===== config.mk =====
export PLATFORM = sky130hd
export DESIGN_NAME = fir_coeff_loader_flat
export DESIGN_NICKNAME = d
export VERILOG_FILES = /design/src/rtl/fir_coeff_loader_if.sv /design/src/rtl/fir_coeff_loader.sv /design/src/flat_wrapper.sv
export SDC_FILE = /design/constraint.sdc
export NUM_CORES = 1
export LEC_CHECK = 0
export BUFFER_PORTS_ARGS = -buffer_cell sky130_fd_sc_hd__buf_2
export CORE_MARGIN = 2
export CORE_UTILIZATION = 60
export CTS_BUF_LIST = sky130_fd_sc_hd__clkbuf_8
export DETAILED_ROUTE_END_ITERATION = 12
export PLACE_DENSITY = 0.87
export RECOVER_POWER = 25
export SLEW_MARGIN = 25
export SYNTH_ARGS = -nofsm -noshare
export SYNTH_HDL_FRONTEND = slang
export SYNTH_SLANG_ARGS = --single-unit

===== constraint.sdc =====
create_clock -name clk -period 17.4 [get_ports clk]
set_input_delay 1.74 -clock clk [delete_from_list [all_inputs] [get_ports clk]]
set_output_delay 1.74 -clock clk [all_outputs]
set_load 0.01 [all_outputs]

===== src/rtl/fir_coeff_loader_if.sv =====
// fir_coeff_loader_if: config stream, swap strobe and coefficient/status bus; FIR_COEFF_READBACK_EN adds rd_addr/rd_data
interface fir_coeff_loader_if #(
  parameter int TAP_COEFF_WIDTH = 5,
  parameter int NUM_TAPS = 50
);
  logic cfg_start;
  logic cfg_valid;
  logic cfg_ready;
  logic cfg_last;
  logic signed [TAP_COEFF_WIDTH-1:0] cfg_data;
  logic swap_en;
  logic signed [TAP_COEFF_WIDTH-1:0] tap_coeffs [NUM_TAPS-1:0];
  logic busy;
  logic done;
  logic err;
  logic settling;
`ifdef FIR_COEFF_READBACK_EN
  logic [$clog2(NUM_TAPS)-1:0] rd_addr;
  logic signed [TAP_COEFF_WIDTH-1:0] rd_data;
  modport master (
    output cfg_start, cfg_valid, cfg_data, cfg_last, swap_en, rd_addr,
    input cfg_ready, tap_coeffs, busy, done, err, settling, rd_data
  );
  modport slave (
    input cfg_start, cfg_valid, cfg_data, cfg_last, swap_en, rd_addr,
    output cfg_ready, tap_coeffs, busy, done, err, settling, rd_data
  );
`else
  modport master (
    output cfg_start, cfg_valid, cfg_data, cfg_last, swap_en,
    input cfg_ready, tap_coeffs, busy, done, err, settling
  );
  modport slave (
    input cfg_start, cfg_valid, cfg_data, cfg_last, swap_en,
    output cfg_ready, tap_coeffs, busy, done, err, settling
  );
`endif
endinterface


===== src/rtl/fir_coeff_loader.sv =====
// fir_coeff_loader: serial coefficient load into a shadow bank, atomic commit on swap_en; FIR_COEFF_READBACK_EN adds active-bank readback
module fir_coeff_loader #(
  parameter int TAP_COEFF_WIDTH = 5,
  parameter int NUM_TAPS = 50,
  parameter int SETTLE_CYCLES = NUM_TAPS + 3
) (
  input logic clk,
  input logic rst,
  fir_coeff_loader_if.slave bus
);
  localparam int AW = $clog2(NUM_TAPS);
  localparam int CW = $clog2((NUM_TAPS > SETTLE_CYCLES ? NUM_TAPS : SETTLE_CYCLES) + 1);
  localparam logic [CW-1:0] LAST_IDX = CW'(NUM_TAPS - 1);
  localparam logic [CW-1:0] SETTLE_INIT = CW'(SETTLE_CYCLES - 1);
  typedef enum logic [1:0] {IDLE, LOAD, PEND, SETTLE} state_t;
  state_t state;
  logic [CW-1:0] cnt;
  logic signed [TAP_COEFF_WIDTH-1:0] shadow [NUM_TAPS-1:0];
  logic signed [TAP_COEFF_WIDTH-1:0] active [NUM_TAPS-1:0];
  logic ready, busy, done, err, settling;
  logic xfer, frame_ok;
  assign xfer = bus.cfg_valid && ready;
  assign frame_ok = bus.cfg_last && cnt == LAST_IDX;
  always_ff @(posedge clk or posedge rst)
    if (rst) begin
      state <= IDLE;
      cnt <= '0;
      shadow <= '{default: '0};
      active <= '{default: '0};
      ready <= 1'b0;
      busy <= 1'b0;
      done <= 1'b0;
      err <= 1'b0;
      settling <= 1'b0;
    end else begin
      done <= 1'b0;
      err <= 1'b0;
      case (state)
        IDLE: if (bus.cfg_start) begin
          state <= LOAD;
          cnt <= '0;
          ready <= 1'b1;
          busy <= 1'b1;
        end
        LOAD: if (xfer) begin
          shadow[cnt[AW-1:0]] <= bus.cfg_data;
          cnt <= cnt + 1'b1;
          // any framing violation aborts to IDLE without touching the active bank
          if (bus.cfg_last || cnt == LAST_IDX) begin
            ready <= 1'b0;
            state <= frame_ok ? PEND : IDLE;
            busy <= frame_ok;
            err <= !frame_ok;
          end
        end
        PEND: if (bus.swap_en) begin
          active <= shadow;
          done <= 1'b1;
          settling <= 1'b1;
          cnt <= SETTLE_INIT;
          state <= SETTLE;
        end
        SETTLE: if (cnt == '0) begin
          state <= IDLE;
          settling <= 1'b0;
          busy <= 1'b0;
        end else cnt <= cnt - 1'b1;
        default: state <= IDLE;
      endcase
    end
  assign bus.cfg_ready = ready;
  assign bus.busy = busy;
  assign bus.done = done;
  assign bus.err = err;
  assign bus.settling = settling;
  assign bus.tap_coeffs = active;
`ifdef FIR_COEFF_READBACK_EN
  logic signed [TAP_COEFF_WIDTH-1:0] rd_data;
  always_ff @(posedge clk or posedge rst)
    if (rst) rd_data <= '0;
    else rd_data <= ({1'b0, bus.rd_addr} < (AW+1)'(NUM_TAPS)) ? active[bus.rd_addr] : '0;
  assign bus.rd_data = rd_data;
`endif
endmodule


===== src/flat_wrapper.sv =====
// flat-port wrapper written by rule: the top's interface ports become plain ports
module fir_coeff_loader_flat 
#(
  parameter int TAP_COEFF_WIDTH = 5,
  parameter int NUM_TAPS = 50,
  parameter int SETTLE_CYCLES = NUM_TAPS + 3
)
  (clk, rst, bus_cfg_start, bus_cfg_valid, bus_cfg_data, bus_cfg_last, bus_swap_en, bus_cfg_ready, bus_tap_coeffs, bus_busy, bus_done, bus_err, bus_settling);
  fir_coeff_loader_if #(.TAP_COEFF_WIDTH(TAP_COEFF_WIDTH), .NUM_TAPS(NUM_TAPS)) bus_i ();
  input logic clk;
  input logic rst;
  input wire logic [$bits(bus_i.cfg_start)-1:0] bus_cfg_start;
  input wire logic [$bits(bus_i.cfg_valid)-1:0] bus_cfg_valid;
  input wire logic [$bits(bus_i.cfg_data)-1:0] bus_cfg_data;
  input wire logic [$bits(bus_i.cfg_last)-1:0] bus_cfg_last;
  input wire logic [$bits(bus_i.swap_en)-1:0] bus_swap_en;
  output wire logic [$bits(bus_i.cfg_ready)-1:0] bus_cfg_ready;
  output wire logic [$bits(bus_i.tap_coeffs)-1:0] bus_tap_coeffs;
  output wire logic [$bits(bus_i.busy)-1:0] bus_busy;
  output wire logic [$bits(bus_i.done)-1:0] bus_done;
  output wire logic [$bits(bus_i.err)-1:0] bus_err;
  output wire logic [$bits(bus_i.settling)-1:0] bus_settling;
  assign bus_i.cfg_start = bus_cfg_start;
  assign bus_i.cfg_valid = bus_cfg_valid;
  assign bus_i.cfg_data = bus_cfg_data;
  assign bus_i.cfg_last = bus_cfg_last;
  assign bus_i.swap_en = bus_swap_en;
  assign bus_cfg_ready = bus_i.cfg_ready;
  assign bus_tap_coeffs = {>>{bus_i.tap_coeffs}};
  assign bus_busy = bus_i.busy;
  assign bus_done = bus_i.done;
  assign bus_err = bus_i.err;
  assign bus_settling = bus_i.settling;
  fir_coeff_loader #(.TAP_COEFF_WIDTH(TAP_COEFF_WIDTH), .NUM_TAPS(NUM_TAPS), .SETTLE_CYCLES(SETTLE_CYCLES)) u_core (.clk(clk), .rst(rst), .bus(bus_i));
endmodule

==> results.txt <==
Synth Register Bits: 513
Area contributors post-synth: dfrtp_1 64%, mux2_2 16%, mux2_1 9.0%
Worst setup margin: 7.56 ns
Post-cts repair resize count: 0
Clock Path Buffers: 3
Detail Placement HPWL: 26,600 um
Fmax: 102 MHz
Reg-to-reg slack, setup: 7.99 ns
Pre-CTS setup slack: 13.00 ns
Via/cell ratio: 5.54
Routed Antenna Nets: 0
WHS Endpoint: u_core.shadow[100]$_DFFE_PP0P_
Post-synthesis cell type count: 54
Post-synth ARST share: 1.00
Worst r2r dst: u_core.bus.tap_coeffs[12]$_DFFE_PP0P_
Syn_nets: 1,250
Sequential share of power: 0.526
Routed length per instance: 21.5 um
WL final: 43,700 um
Crit start category: input port
Gate power share: 0.071
Clock sink total: 513
Clock root cell: clkbuf_8
Leak: 13.3 nW
Switching power total: 0.618 mW
Fin Hold WS: 0.485 ns
First DRT Iteration DRCs: 501
Cell count after placement: 1,890
Full die area: 35,100 um2
Violated checks: capacitance limit, slew limit
Site row count: 67
Crit Path Class: input port to flop
Worst r2r path cells: 3
Die X: 187 um
Critical Path RT: 17.92 ns
Synth Area per Inst: 16.3 um2
Cell Chain, Critical Path: clkbuf_1 > nand3b_1 > clkbuf_1 > mux2_2
Run status: complete, but fails checks
Register clock-pin slew on the reported worst setup and hold paths: 0.06 ns
Routability cong.: 0.778
Max-slew headroom: -5.73
Largest delay share family, worst path: buffers and inverters
RSZ-0062 raised after global routing: false
Max H-tree Level: 3
Worst setup EP type: flop
Hold path start: u_core.shadow[100]$_DFFE_PP0P_
Final hold violation count: 0
Worst hold path depth: 1
Cells after Synth: 1,236
Final Instance Count excl. Fillers: 2,035
CTS tree: yes
Pre-Repair DR Iteration Count: 4
Syn Std Cell Area: 20,200 um2
Cell area power density: 109 nW/um2
Slew @ Worst Pin: 10.10 ns
Total Power: 2.56 mW
Post-CTS setup buffer count: 0
Sw Ratio: 0.242
Fraction of the yosys area taken by sequential cells: 0.636
# IOs: 266
I/O Buffers: 265
Design area: 23,500 um2
Synth warn: 0
Largest net degree at the start of global routing: 181
Internal Pwr Total: 1.94 mW
Yosys top cell by area: dfrtp_1
GR Util All Layers: 0.254
Clock share of power: 0.403
Global route hottest layer: met2
Global-route met1 utilization: 0.340
CP Data Arrival Time: 10.36 ns
Hold buffers post-CTS: 0
Starting Density: 0.605
Cts bufs inserted: 79
DRC Markers: 0
Vias in the first global route: 12,000
Synth Flop Type: dfrtp_1
Maxcap violations: 3
Slew Viols, Final: 358
Top cell type's share of synthesized area: 0.636
Slowest cell delay on critical path: 6.72 ns
Reg-to-Reg Start: u_core.state[0]$_DFFE_PP0P_
Clk Latency, worst-skew pair: 0.61 ns
Met2 usage: 0.413
DR vias: 11,300
Setup Viol. Count Final: 0
HP Class: flop to flop
Worst vdd ir: 0.0000662 V
Worst-path fanout max: 180
Nets: 1,538
Final worst path period share: 0.566
Total congestion overflow: 0
Share of layout cells above drive strength 1: 0.485
Placed instance area: 21,800 um2
Buffers plus inverters on the worst setup path: 2
Clock skew: 0.0135 ns
Post-synth EDFFs: 0
GR Util met3: 0.0580
Utilization after layout: 0.704
Core area: 33,400 um2
Antenna violations before repair: 2
TNS Setup: 0 ns
CP max-delay cell: clkbuf_1
First-pass GRT wire length: 69,000 um
Die Y-Extent: 187 um
Area Growth Syn to Fin: 16.4%
CP most frequent cell: clkbuf_1
Final min period: 9.84 ns
## metal layers
metal	wire length, um	share of wire	vias to the layer above
li1	-	-	4925
met1	18700	0.43	5936
met2	21400	0.49	338
met3	2550	0.058	71
met4	1060	0.024	0
met5	0	0	-
## kinds of logic after synthesis
group           count (synthesis)  synth area share
compound gates                 23           0.00806
xor+xnor                        1          0.000434
fa+ha+maj                       3           0.00186
buf+inv                        79            0.0182
flops                         513             0.636
mux                           504             0.290
simple gates                  113            0.0451
## Yosys cell counts (3+ instances only)
library cell  instances
and2_1                3
and4b_1               4
buf_2                38
clkbuf_1             28
dfrtp_1             513
ha_1                  3
inv_1                 7
mux2_1              161
mux2_2              291
mux2_4               50
nand2_1              35
nand2b_1              4
nand3_1               8
nor2_1               10
nor2_2                6
nor2_8               16
nor3_1                3
o21ai_0               7
## layout make-up
cell class	count	area (um2)
clock inverters	36	213
well taps	448	561
diodes	2	5.00
clock buffers	106	1460
inverters	8	31.3
flip-flops and latches	513	12800
fillers	2202	9870
multi-input cells	644	6970
repair buffers	278	1420
## sequential cells by signal (all words and copies together) (netlist names), named ones only
| name | flops |
|---|---|
| u_core.bus.cfg_ready | 1 |
| u_core.bus.err | 1 |
| u_core.state | 1 |
| u_core.bus.settling | 1 |
| u_core.cnt | 6 |
| u_core.bus.busy | 1 |
| u_core.bus.done | 1 |
| u_core.bus.tap_coeffs | 250 |
| u_core.shadow | 250 |
## power groups by stage
| stage | Combinational, mW | Clock [mW] | Sequential [mW] |
|---|---|---|---|
| after floorplan | 0.156 | 0 | 1.33 |
| after global placement | 0.176 | 0 | 1.35 |
| after detailed placement | 0.184 | 0 | 1.36 |
| after CTS | 0.187 | 1.05 | 1.34 |
| after global routing | 0.202 | 1.11 | 1.35 |
| final | 0.182 | 1.03 | 1.34 |
## worst register-to-register path, cell delays in order (launching register included)
cell and delay [ns]:
dfrtp_1 0.70, nand3b_1 0.21, clkbuf_1 6.72, mux2_2 1.68
## worst max path at each step
| stage | startpoint | end | cells after the start |
|---|---|---|---|
| final | bus_swap_en | u_core.bus.tap_coeffs[12]$_DFFE_PP0P_ | 4 |
| after global routing | bus_swap_en | u_core.cnt[5]$_DFFE_PP0P_ | 5 |
| after CTS | rst | u_core.shadow[125]$_DFFE_PP0P_ | 4 |
| after detailed placement | rst | u_core.shadow[118]$_DFFE_PP0P_ | 4 |
| after global placement | rst | u_core.shadow[117]$_DFFE_PP0P_ | 4 |
| after floorplan | rst | async pin | 1 |
## layout by cell type (no fill, tap or decap), types with 3 or more instances in the layout
master / count
nor2_2: 6
inv_1: 26
clkinv_2: 11
mux2_4: 50
ha_1: 3
nand2b_1: 4
clkbuf_1: 5
and4b_1: 4
mux2_2: 288
mux2_1: 164
o21ai_0: 7
nand4b_1: 3
clkinvlp_4: 3
nor2_8: 16
nand2_1: 35
nand3_1: 8
buf_2: 263
dfrtp_1: 513
clkbuf_8: 106
nor2_1: 10
buf_6: 3
buf_4: 7
(Power assumes the default switching activity.)
